===== src/rtl/game_round_sequencer.sv =====
// game_round_sequencer: whack-a-mole round controller.
// Handles start detection, countdown, timed play with pause, the 1 Hz time base and the BCD seconds display.
module game_round_sequencer #(
   parameter int TICKS_PER_SEC     = 50000000,
   parameter int COUNTDOWN_SECONDS = 3,
   parameter int ROUND_SECONDS     = 30
) (
   input  logic       ClockIn,
   input  logic       Reset,
   input  logic       start,
   input  logic       pause,
   output logic [2:0] state,
   output logic       sec_tick,
   output logic [3:0] countdown_bcd,
   output logic [3:0] secs_tens,
   output logic [3:0] secs_ones,
   output logic       mole_enable,
   output logic       timer_clear,
   output logic       round_done,
   output logic       done_pulse
);
   localparam int PW = (TICKS_PER_SEC > 2) ? $clog2(TICKS_PER_SEC) : 1;
   localparam logic [PW-1:0] PMAX = PW'(TICKS_PER_SEC - 1);
   localparam logic [3:0] CD_INIT = 4'(COUNTDOWN_SECONDS);
   localparam logic [3:0] TENS_INIT = 4'(ROUND_SECONDS / 10);
   localparam logic [3:0] ONES_INIT = 4'(ROUND_SECONDS % 10);

   typedef enum logic [2:0] {IDLE = 3'd0, COUNTDOWN = 3'd1, PLAY = 3'd2, PAUSED = 3'd3, DONE = 3'd4} state_t;

   state_t cur, nxt;
   logic [PW-1:0] presc;
   logic start_q, pause_q, armed;
   logic start_rise, pause_rise, running, tick, enter_cd, leave_cd, last_sec;

   // armed masks edges on the first cycle after reset, so a button held through reset is not seen as a press
   assign start_rise = armed & start & ~start_q;
   assign pause_rise = armed & pause & ~pause_q;
   assign running    = (cur == COUNTDOWN) || (cur == PLAY);
   assign tick       = running && (presc == PMAX);
   assign enter_cd   = ((cur == IDLE) || (cur == DONE)) && start_rise;
   assign leave_cd   = (cur == COUNTDOWN) && (nxt == PLAY);
   assign last_sec   = (secs_tens == 4'd0) && (secs_ones == 4'd1);

   always_ff @(posedge ClockIn) begin
      if (Reset)
         cur <= IDLE;
      else
         cur <= nxt;
   end

   always_comb begin
      nxt = cur;
      case (cur)
         IDLE, DONE: nxt = start_rise ? COUNTDOWN : cur;
         COUNTDOWN:  nxt = ((countdown_bcd == 4'd0) || (tick && countdown_bcd == 4'd1)) ? PLAY : COUNTDOWN;
         PLAY:       nxt = (tick && last_sec) ? DONE : (pause_rise ? PAUSED : PLAY);
         PAUSED:     nxt = pause_rise ? PLAY : PAUSED;
         default:    nxt = IDLE;
      endcase
   end

   always_comb begin
      state       = cur;
      sec_tick    = tick;
      mole_enable = (cur == PLAY);
      round_done  = (cur == DONE);
   end

   always_ff @(posedge ClockIn) begin
      if (Reset) begin
         start_q       <= 1'b0;
         pause_q       <= 1'b0;
         armed         <= 1'b0;
         presc         <= '0;
         countdown_bcd <= 4'd0;
         secs_tens     <= 4'd0;
         secs_ones     <= 4'd0;
         timer_clear   <= 1'b0;
         done_pulse    <= 1'b0;
      end else begin
         start_q     <= start;
         pause_q     <= pause;
         armed       <= 1'b1;
         timer_clear <= enter_cd;
         done_pulse  <= (cur == PLAY) && tick && last_sec;
         // play always starts on a fresh second, even when the countdown is zero-length
         if ((cur == IDLE) || (cur == DONE) || leave_cd)
            presc <= '0;
         else if (running)
            presc <= tick ? '0 : presc + 1'b1;
         if (enter_cd)
            countdown_bcd <= CD_INIT;
         else if ((cur == COUNTDOWN) && tick && (countdown_bcd != 4'd0))
            countdown_bcd <= countdown_bcd - 4'd1;
         if (enter_cd) begin
            secs_tens <= TENS_INIT;
            secs_ones <= ONES_INIT;
         end else if ((cur == PLAY) && tick && ((secs_tens != 4'd0) || (secs_ones != 4'd0))) begin
            secs_tens <= (secs_ones == 4'd0) ? secs_tens - 4'd1 : secs_tens;
            secs_ones <= (secs_ones == 4'd0) ? 4'd9 : secs_ones - 4'd1;
         end
      end
   end
endmodule


===== config.mk =====
export PLATFORM = sky130hd
export DESIGN_NAME = game_round_sequencer
export DESIGN_NICKNAME = d
export VERILOG_FILES = /design/src/rtl/game_round_sequencer.sv
export SDC_FILE = /design/constraint.sdc
export NUM_CORES = 1
export LEC_CHECK = 0
export BUFFER_PORTS_ARGS = -buffer_cell sky130_fd_sc_hd__buf_4
export CORE_ASPECT_RATIO = 0.5
export CORE_MARGIN = 3
export CORE_UTILIZATION = 52
export CTS_CLUSTER_DIAMETER = 50
export DETAILED_ROUTE_END_ITERATION = 6
export MAX_ROUTING_LAYER = met4
export PLACE_DENSITY = 0.75
export SYNTH_ARGS = -nofsm -noshare
export SYNTH_HDL_FRONTEND = slang
export SYNTH_SLANG_ARGS = --single-unit

===== constraint.sdc =====
create_clock -name ClockIn -period 1.9 [get_ports ClockIn]
set_clock_uncertainty 0.1 [all_clocks]
set_input_delay 0.285 -clock ClockIn [delete_from_list [all_inputs] [get_ports ClockIn]]
set_output_delay 0.285 -clock ClockIn [all_outputs]
set_load 0.005 [all_outputs]

==> qor.txt <==
Synth Flop Type - dfxtp_1
Clock Latency Late Sink - 0.32 ns
Grt met3 use - 6.640%
Via count - 2981
Layout Cells excl Fill - 422
Number of buffers created by CTS - 5
RSZ-0062 raised after global routing - true
Register area share after synthesis - 40.62%
Fin Setup TNS - -7.119 ns
First-pass GRT wire length - 11990 um
Most frequent cells in the layout - 87 x buf_4, 30 x dfxtp_1, 20 x xnor2_1, 17 x nor2_1, 16 x nand2_1
Final core utilization - 92.64%
Htree depth - 2
Slew @ Worst Pin - 0.6675 ns
Syn_area_per_cell - 8.720 um^2
Maximum VDD drop - 0.0005790 V
Final min period - 2.292 ns
Clock sink count - 46
Per-cell routed wire length - 26.45 um
Largest net degree at the start of global routing - 15
Setup crit start kind - flop
CP max FO - 2
DRT Pass-1 Iters - 7
Hold buffer count at CTS - 0
# fillers - 108
WP data arrival - 2.42 ns
Synth area leaders - dfxtp_1 41%, xnor2_1 8.1%, nor2_1 6.0%
FFs w/ async S/R, synth - 0%
Post-layout net count - 376
Antenna-violating nets left - 0
GP Congestion - 0.8726
Critical Path Sink Type - flop
Synth Register Bits - 46
Post-DP HPWL - 4336 um
Largest family of logic cells by synthesized area - simple AND/OR/NAND/NOR gates
GR Layer Usage met1 - 32.05%
Max Root-Sink Buffers - 2
GR Util met2 - 55.44%
Fin Hold WS - 0.1069 ns
Congestion Overflow GR - 0
Post-Synthesis Cells - 260
Vias in the first global route - 2541
Post-synthesis simple-gate area fraction - 32.67%
Die ar. - 5236 um^2
Area grow syn2layout - 65.23%
Initial DRC Count - 350
Post-route cell area - 3746 um^2
Worst-path clk slew - 0.10 ns
Hold Path Class - input port to flop
FMAX - 436.4 MHz
Synth Area in Adders - 2.759%
Diode count - 0
Failing checks - setup timing
IO Pins - 24
Die height - 52.69 um
Share of layout cells above drive strength 1 - 54.35%
Post-Syn Area - 2267 um^2
Max-Cap Viols - 0
Top cell type by total area after synthesis - dfxtp_1
Initial Utilization - 56.06%
Reg area - 948.4 um^2
DR DRC count - 0
PnR worst setup slack - -0.3915 ns
Complex-gate fraction of the synthesized area - 8.554%
CTS tree - done
Worst path required time - 2.02 ns
Final period util - 120.6%
Most Used Layer, Global Route - met2
Area occupied by multi-input gates - 1629 um^2
Final hold violations - 0
IO buf count - 23
Placed Instances - 395
Pwr dens - 555.9 nW/um^2
Worst relative slew slack - 55.50%
Total Routing Usage GR - 30.28%
Final wirelength - 11160 um
Critical path type - flop to flop
Distinct cells, synth - 47
Static Leak - 1.410 nW
Xor and xnor area share after synthesis - 11.64%
Status - complete, but fails checks
Setup-failing EPs final - 43
Commonest non-fill, non-tap cell in the layout - buf_4
Rows - 16
Die span in x - 99.38 um
Share of the synthesized area in the top cell type - 40.62%
Vias per cell - 7.064
Placed Area - 2977 um^2
Root buffer cell - clkbuf_8
Mux contribution to synthesized area - 0%
Synth Warn # - 0
Post-synth EDFFs - 0
Initial antenna violation count - 0
Max-slew violations - 0
Syn nets - 269
Total core area - 4044 um^2
-- final timing paths --
path / from / end / slack (ns) / depth (start not counted)
worst max register to register: secs_tens[0] / state[2] / -0.39 / 7
worst min-delay path: pause / pause_q / 0.11 / 2
worst min register to register: presc[25] / presc[25] / 0.49 / 2
worst max-delay path: secs_tens[0] / state[2] / -0.39 / 7
-- power breakdown --
group,leakage (nW),switching [W],internal (W)
sequential,0.381,0.0000169,0.000976
clock,0.0514,0.000389,0.000394
combinational,0.978,0.000163,0.000144
-- routing by layer --
layer,routed length (um),share of wire (%),vias up
met1,3867,35,1348
met3,1533,14,150
met5,0,0,-
met2,4694,42,346
met4,1065,9.5,0
li1,-,-,1137
-- per-stage QoR --
| stage | worst slack [ns] | total power (W) |
|---|---|---|
| after global placement | -0.08632 | 0.001186 |
| after CTS | -0.1296 | 0.001936 |
| final | -0.3915 | 0.002083 |
| after detailed placement | -0.1653 | 0.001194 |
| after global routing | -0.3973 | 0.002116 |
| after floorplan | -0.1306 | 0.001106 |
-- flip-flops by register name, indices dropped and copies added (netlist names) --
register,count
armed,1
countdown_bcd,4
done_pulse,1
pause_q,1
presc,26
secs_ones,4
secs_tens,4
start_q,1
state,3
timer_clear,1
-- cells in the mapped netlist (2+ instances only) --
| master | count |
|---|---|
| a21oi_1 | 9 |
| a311oi_1 | 3 |
| a31o_2 | 2 |
| a31oi_1 | 2 |
| and3_1 | 4 |
| and4_1 | 5 |
| buf_2 | 2 |
| clkbuf_1 | 3 |
| dfxtp_1 | 46 |
| ha_1 | 5 |
| inv_1 | 10 |
| inv_2 | 2 |
| nand2_1 | 17 |
| nand3_1 | 14 |
| nand3b_1 | 2 |
| nand4_1 | 6 |
| nand4_4 | 2 |
| nor2_1 | 36 |
| nor2b_1 | 4 |
| nor3_1 | 12 |
| nor4_1 | 10 |
| o21ai_0 | 5 |
| or3_1 | 7 |
| or4_1 | 4 |
| xnor2_1 | 21 |
| xor2_1 | 6 |
-- worst max-delay path, stage by stage (launching register included) --
cell	delay, ns
dfxtp_2	0.35
inv_2	0.07
ha_4	0.13
or3b_4	0.41
nor4_4	0.26
nand2_1	0.15
or4_4	0.44
a211oi_2	0.28
-- area by class of cell --
class	instances	share of cell area [%]
Sequential cell	46	25.32
Inverter	12	1.336
Clock inverter	2	1.002
Multi-Input combinational cell	195	43.49
Clock buffer	6	1.937
Tap cell	54	1.804
Timing Repair Buffer	107	25.12
-- cells by family after synthesis --
logic type      count (synthesis)
compound gates                 29
xor+xnor                       28
fa+ha+maj                       5
buf+inv                        19
flops                          46
simple gates                  133
-- repair_timing --
action | in CTS | in global routing
pin swaps | 22 | 31
setup endpoints to repair | 29 | 42
buffers inserted | 9 | 10
gates cloned | 2 | 1
gates resized for setup | 36 | 86
No activity file was read; power rests on OpenSTA's default activity.
